$ cat config.mk
export PLATFORM = sky130hd
export DESIGN_NAME = hazard_ctrl
export DESIGN_NICKNAME = d
export VERILOG_FILES = /design/src/rtl/hazard_ctrl.sv
export SDC_FILE = /design/constraint.sdc
export NUM_CORES = 1
export LEC_CHECK = 0
export CAP_MARGIN = 5
export CORE_MARGIN = 2
export CORE_UTILIZATION = 43
export DETAILED_ROUTE_END_ITERATION = 6
export PLACE_DENSITY = 0.83
export SLEW_MARGIN = 20
export SYNTH_ARGS = -nofsm -noshare
export SYNTH_HDL_FRONTEND = slang
export SYNTH_SLANG_ARGS = --single-unit
$ cat constraint.sdc
create_clock -name clk -period 8.6 [get_ports clk]
set_clock_uncertainty 0.1 [all_clocks]
set_input_delay 2.58 -clock clk [delete_from_list [all_inputs] [get_ports clk]]
set_output_delay 2.58 -clock clk [all_outputs]
set_load 0.02 [all_outputs]
$ cat src/rtl/hazard_ctrl.sv
// Pipeline hazard controller for the five-stage RV32I core: load-use stalls, redirect flushes,
// external freeze and ECALL/EBREAK drain-to-halt, plus cycle/stall/flush performance counters.
module hazard_ctrl #(
  parameter int unsigned DRAIN_DEPTH = 3
) (
  input  logic        clk,
  input  logic        rst,
  input  logic [6:0]  id_opcode,
  input  logic [4:0]  id_rs1,
  input  logic [4:0]  id_rs2,
  input  logic        id_uses_rs1,
  input  logic        id_uses_rs2,
  input  logic [4:0]  ex_rd,
  input  logic        ex_is_load,
  input  logic        ex_we_reg,
  input  logic        ex_redirect,
  input  logic        ext_stall,
  output logic        pc_we,
  output logic        if_id_we,
  output logic        if_id_nop,
  output logic        id_ex_we,
  output logic        id_ex_nop,
  output logic        ex_mem_nop,
  output logic        halted,
  output logic [31:0] cycle_cnt,
  output logic [31:0] stall_cnt,
  output logic [31:0] flush_cnt
);

  localparam logic [1:0] StRun    = 2'd0;
  localparam logic [1:0] StDrain  = 2'd1;
  localparam logic [1:0] StHalted = 2'd2;

  localparam logic [1:0] DrainLoad = 2'(DRAIN_DEPTH - 1);
  localparam logic [6:0] OpSystem  = 7'b1110011;

  logic [1:0]  state_q, state_d;
  logic [1:0]  drain_cnt_q, drain_cnt_d;
  logic        halted_q;
  logic [31:0] cycle_q, stall_q, flush_q;
  logic        lu, sys, stall_inc, flush_inc;

  assign lu = ex_is_load & ex_we_reg & (ex_rd != 5'd0) &
              ((id_uses_rs1 & (id_rs1 == ex_rd)) | (id_uses_rs2 & (id_rs2 == ex_rd)));
  assign sys = (id_opcode == OpSystem);

  always_comb begin
    pc_we       = 1'b0;
    if_id_we    = 1'b0;
    if_id_nop   = 1'b0;
    id_ex_we    = 1'b0;
    id_ex_nop   = 1'b0;
    ex_mem_nop  = 1'b0;
    state_d     = state_q;
    drain_cnt_d = drain_cnt_q;
    stall_inc   = 1'b0;
    flush_inc   = 1'b0;
    if (!rst) begin
      case (state_q)
        StRun: begin
          if (ext_stall) begin
            ex_mem_nop = 1'b1;
            stall_inc  = 1'b1;
          end else if (ex_redirect) begin
            // Wrong-path lu/sys are squashed along with the flushed stages.
            pc_we     = 1'b1;
            if_id_we  = 1'b1;
            if_id_nop = 1'b1;
            id_ex_we  = 1'b1;
            id_ex_nop = 1'b1;
            flush_inc = 1'b1;
          end else if (lu) begin
            id_ex_we  = 1'b1;
            id_ex_nop = 1'b1;
            stall_inc = 1'b1;
          end else if (sys) begin
            if_id_nop   = 1'b1;
            id_ex_we    = 1'b1;
            drain_cnt_d = DrainLoad;
            state_d     = StDrain;
          end else begin
            pc_we    = 1'b1;
            if_id_we = 1'b1;
            id_ex_we = 1'b1;
          end
        end
        StDrain: begin
          if (ext_stall) begin
            ex_mem_nop = 1'b1;
            stall_inc  = 1'b1;
          end else begin
            if_id_nop = 1'b1;
            id_ex_nop = 1'b1;
            if (drain_cnt_q == 2'd0) state_d = StHalted;
            else                     drain_cnt_d = drain_cnt_q - 2'd1;
          end
        end
        StHalted: begin
          if_id_nop  = 1'b1;
          id_ex_nop  = 1'b1;
          ex_mem_nop = 1'b1;
        end
        default: state_d = StRun;
      endcase
    end
  end

  always_ff @(posedge clk) begin
    if (rst) begin
      state_q     <= StRun;
      drain_cnt_q <= 2'd0;
      halted_q    <= 1'b0;
      cycle_q     <= 32'd0;
      stall_q     <= 32'd0;
      flush_q     <= 32'd0;
    end else begin
      state_q     <= state_d;
      drain_cnt_q <= drain_cnt_d;
      halted_q    <= (state_d == StHalted);
      if (state_q != StHalted) cycle_q <= cycle_q + 32'd1;
      if (stall_inc)           stall_q <= stall_q + 32'd1;
      if (flush_inc)           flush_q <= flush_q + 32'd1;
    end
  end

  assign halted    = halted_q;
  assign cycle_cnt = cycle_q;
  assign stall_cnt = stall_q;
  assign flush_cnt = flush_q;

endmodule

==> impl_metrics.ini, run 1 <==
[synth]
synth_edf_count = 0
synth_area_per_cell_um2 = 8.59
yosys-top-cells-area = dfxtp_1 (42%), xor2_1 (7.9%), nor2_1 (6.1%), xnor2_1 (4.5%), a21oi_1 (4.0%)
netlist_top_cells_count = dfxtp_1 (101), nor2_1 (79), nand2_1 (45)
yosys_most_used_dff = dfxtp_1
synthArstFlopShare_pct = 0
synth_top_area_share_pct = 41.6
syn-instance-count = 566
ys_warn_count = 0
yosys.area.top_type = dfxtp_1
seq_area_frac_synth_pct = 41.6
synth.most_common_cell = dfxtp_1
ys_seq_elements = 101
ys_types = 50
syn-num-nets = 600
syn-cell-area_mm2 = 0.00486

[cells_and_area]
finalNetCount = 718
final_cell_area_mm2 = 0.00650
area_growth_pct = 33.8
drive_above_1_share_pct = 4.64
utilization_pct = 59.5
n_antenna_cell = 0

[sta]
setup_viol = 0
hold_violations = 0
finalMaxSlewViolations = 0
worst_slack_ps = 870
fin_crit_sh_pct = 89.9
setup_tns_ps = 0
slew_headroom_pct = 26.5
worst_pin_slew_ps = 1100
rsz0062_at_grt = no
max_freq_ghz = 0.129
fin_crit_ps = 7730

[placed_design]
port_buffers = 132
gp_congestion = 0.794
dp_slack_ps = 841
place_hpwl_um = 8520
place_area_mm2 = 0.00622

[clock_tree]
htreeDepth = 3
cts.repair.resized = 0
hold_buffers = 0
cts_setup_buffers = 0
clk_latency_ps = 340
path_clk_slew_ps = 60
root_buffer = clkbuf_16
cts_tree = built
cts_buffers = 9
cts_buffer_depth = 2
clock_sinks = 101

[global_route]
grt_overflow = 0
grt_pass1_vias = 4114
track_usage_pct = 19.5
grt_max_degree = 107
grt_pass1_wl_um = 19100
antenna_found_initial = 0

[route]
drt_iter0_markers = 327
routedWlPerCell_um = 14.2
drc = 0
totalWireLength_um = 11800
vias = 4427
via_per_inst = 5.34
ant_nets = 0
dr.pass1.iters = 4

[floorplan]
io_pins = 133
die_h_um = 110
placement_rows = 38
initial_core_util_pct = 44.4
dieArea_mm2 = 0.0122
dieWidth_um = 110
coreArea_mm2 = 0.0109

[power_and_ir_drop]
p_per_area_mw_per_mm2 = 140
power_uw = 910
ir_worst_vdd_mv = 0.117
p_leak_uw = 0.00216

[critical_path]
criticalPathCategory = in -> out
r2r_slack_ps = 6020
crit_top_cell = clkdlybuf4s50_1
start_kind = primary input
critPathTopFamily = buffers and inverters
crit_path_max_fanout = 5
crit_arrival_ps = 5050
endpoint_kind = output pin
crit_slowest_cell = clkdlybuf4s50_1
required_ps = 5920
crit_path_max_incr_delay_ps = 650
cp.buffers_inverters = 2
crit_chain = clkdlybuf4s50_1, or4_1, o211ai_2, nand2b_1, a21oi_1, nor2b_1, clkdlybuf4s50_1

[flow_run]
drv_cap = 0

[outcome]
status = complete, no violations

[worst_hold_path]
min_path_type = reg -> reg
cell usage in the layout, fill, tap and decap left out, drive strengths merged, types with 4 or more instances in the layout:
cell           synthesis  final
or3                   20     20
nand4                 19     19
ha                     4      4
a21oi                 41     41
nor3                   9      9
nand2                 45     45
or4                   15     15
o21ai                 18     18
xor2                  44     44
dfxtp                101    101
o31ai                 14     14
and4                  10     10
nor4                   6      6
nand3                 31     31
nand2b                 4      4
xnor2                 25     25
and3                  13     13
clkdlybuf4s50          0    131
nor2                  79     79
inv                   13     16
clkbuf                16      9
sequential cells by signal (all words and copies together) (netlist names):
name,flops
stall_cnt,32
state_q,2
halted,1
flush_cnt,32
cycle_cnt,32
drain_cnt_q,2
cell type report:
class | instances | area [um^2]
clock buffers | 9 | 225
inverters | 13 | 48.8
well taps | 140 | 175
clock inverters | 7 | 56.3
multi-input cells | 427 | 2660
fillers | 934 | 4430
flip-flops and latches | 101 | 2020
repair buffers | 132 | 1320
path summary, 6_finish.rpt:
| check | cells past startpoint | to | start |
|---|---|---|---|
| worst max-delay path | 7 | if_id_we | ex_rd[1] |
| worst min-delay path | 2 | stall_cnt[18]$_SDFFE_PP0P_ | stall_cnt[18]$_SDFFE_PP0P_ |
| worst max register to register | 6 | cycle_cnt[23]$_SDFFE_PP0P_ | state_q[0]$_SDFF_PP0_ |
| worst min register to register | 2 | stall_cnt[18]$_SDFFE_PP0P_ | stall_cnt[18]$_SDFFE_PP0P_ |
tightest hold or removal path, cell delays in order, from the launching register on:
cell	delay (ps)
dfxtp_1	330
o31ai_1	60
a21oi_1	50
power breakdown:
| part | leakage (uW) | switching, uW | internal [uW] | total [uW] |
|---|---|---|---|---|
| Sequential | 0.000814 | 3.45 | 470 | 474 |
| Clock | 0.000137 | 182 | 200 | 382 |
| Combinational | 0.00121 | 27.8 | 27.2 | 55.0 |
metal layers:
layer / wire length, um / part of all wire, % / up-vias / global-route usage, %
met4: 142 / 1.2 / 0 / 5.45
li1: - / - / 2226 / -
met5: 0 / 0 / - / 0
met3: 619 / 5.2 / 12 / 4.82
met2: 5820 / 49 / 106 / 33.5
met1: 5210 / 44 / 2083 / 24.3
metrics by stage:
step / instances / hold WS [ps]
finish: 829 / 390
global route: 829 / 418
CTS: 829 / 389
detailed placement: 813 / 381
global placement: 813 / 364
floorplan: 566 / 386
logic make-up (layout without fill, tap and decap cells):
family	count (synthesis)	count (layout)	synth area share [%]
fa+ha+maj	4	4	1.03
xor+xnor	69	69	12.4
buf+inv	38	161	3.71
simple gates	265	265	29.5
flops	101	101	41.6
mux	4	4	0.953
compound gates	85	85	10.8
Power figures use the tool's default switching activity.
==> inputs of run 2 (changes only) <==
--- a/config.mk
+++ b/config.mk
@@ -6,7 +6,7 @@
 export NUM_CORES = 1
 export LEC_CHECK = 0
 export CAP_MARGIN = 5
-export CORE_MARGIN = 2
+export CORE_MARGIN = 1
 export CORE_UTILIZATION = 43
 export DETAILED_ROUTE_END_ITERATION = 6
 export PLACE_DENSITY = 0.83
==> impl_metrics.ini, run 2 (synthesis results as in run 1) <==
[outcome]
status = complete, no violations

[cells_and_area]
area_growth_pct = 34.6
finalNetCount = 719
drive_above_1_share_pct = 4.64
final_cell_area_mm2 = 0.00654
final_cell_mix = clkdlybuf4s50_1 (131), dfxtp_1 (101), nor2_1 (79), nand2_1 (45), xor2_1 (44)
layout.cells.non_filler = 829
n_antenna_cell = 0
layout_commonest_cell = clkdlybuf4s50_1
fillers = 965

[global_route]
grt_pass1_vias = 4245
grt_pass1_wl_um = 19400
grt_max_degree = 68
grt_overflow = 0
antenna_found_initial = 0
track_usage_pct = 20.8

[power_and_ir_drop]
ir_worst_vdd_mv = 0.102
p_per_area_mw_per_mm2 = 145
p_leak_uw = 0.00219

[route]
via_per_inst = 5.41
ant_nets = 0
totalWireLength_um = 11800
drc = 0
routedWlPerCell_um = 14.3
drt_iter0_markers = 247
dr.pass1.iters = 4
vias = 4487

[sta]
slew_headroom_pct = 30.5
setup_viol = 0
fin_crit_sh_pct = 90.4
hold_slack_ps = 391
hold_violations = 0
rsz0062_at_grt = no
max_freq_ghz = 0.129
setup_tns_ps = 0
finalMaxSlewViolations = 0
worst_pin_slew_ps = 1040
worst_slack_ps = 824
fin_crit_ps = 7780

[clock_tree]
cts.repair.resized = 0
clk_latency_ps = 350
hold_buffers = 0
htreeDepth = 3
root_buffer = clkbuf_16
clock_sinks = 101
cts_buffers = 9
path_clk_slew_ps = 70
cts_setup_buffers = 0
cts_buffer_depth = 2
cts_tree = built

[placed_design]
dpl.cell_count = 814
place_hpwl_um = 8440
gp_congestion = 0.817
dp_slack_ps = 791
port_buffers = 132
place_area_mm2 = 0.00623

[critical_path]
endpoint_kind = output pin
required_ps = 5920
crit_arrival_ps = 5100
start_kind = primary input
crit_path_max_fanout = 5
criticalPathCategory = in -> out

[floorplan]
placement_rows = 38
dieWidth_um = 108
die_h_um = 108
dieArea_mm2 = 0.0117
coreArea_mm2 = 0.0109
initial_core_util_pct = 44.4
io_pins = 133

[flow_run]
drv_cap = 0

[worst_hold_path]
min_path_type = reg -> reg
==> run 2: metal layers <==
layer  vias to the layer above  GRT usage [%]  wire length [um]
li1                       2240              -                 -
met1                      2121           25.0              5160
met2                       106           35.4              5780
met3                        20           4.46               654
met4                         0           9.56               233
met5                         -              0                 0
==> run 2: final timing paths <==
path	cells after the start	to	from	slack, ps
setup / recovery	7	if_id_we	ex_rd[1]	820
hold / removal	2	stall_cnt[30]$_SDFFE_PP0P_	stall_cnt[30]$_SDFFE_PP0P_	390
setup reg to reg	6	cycle_cnt[19]$_SDFFE_PP0P_	state_q[0]$_SDFF_PP0_	6050
hold reg to reg	2	stall_cnt[30]$_SDFFE_PP0P_	stall_cnt[30]$_SDFFE_PP0P_	390
==> run 2: layout make-up <==
| type | instances | area (um^2) | area share [%] |
|---|---|---|---|
| Clock inverter | 3 | 43.8 | 0.670 |
| Tap cell | 140 | 175 | 2.68 |
| Sequential cell | 101 | 2020 | 30.9 |
| Multi-Input combinational cell | 427 | 2660 | 40.6 |
| Timing Repair Buffer | 133 | 1330 | 20.3 |
| Clock buffer | 12 | 267 | 4.08 |
| Inverter | 13 | 48.8 | 0.746 |
==> run 2: critical path, stage by stage <==
cell and delay, ps:
clkdlybuf4s50_1 480, or4_1 580, o211ai_2 260, nand2b_1 200
a21oi_1 90, nor2b_1 250, clkdlybuf4s50_1 660
==> run 2: stage by stage <==
| step | utilization [%] | total power (uW) |
|---|---|---|
| floorplan | - | 512 |
| global placement | 57.0 | 538 |
| detailed placement | 57.0 | 540 |
| CTS | 59.8 | 959 |
| global route | 59.8 | 982 |
| finish | 59.8 | 951 |
==> run 2: power by group <==
group          switching (uW)  internal [uW]  leakage (uW)
registers                3.38            470      0.000814
clock network             175            248      0.000155
logic                    27.8           27.4       0.00122
total                     206            746       0.00219
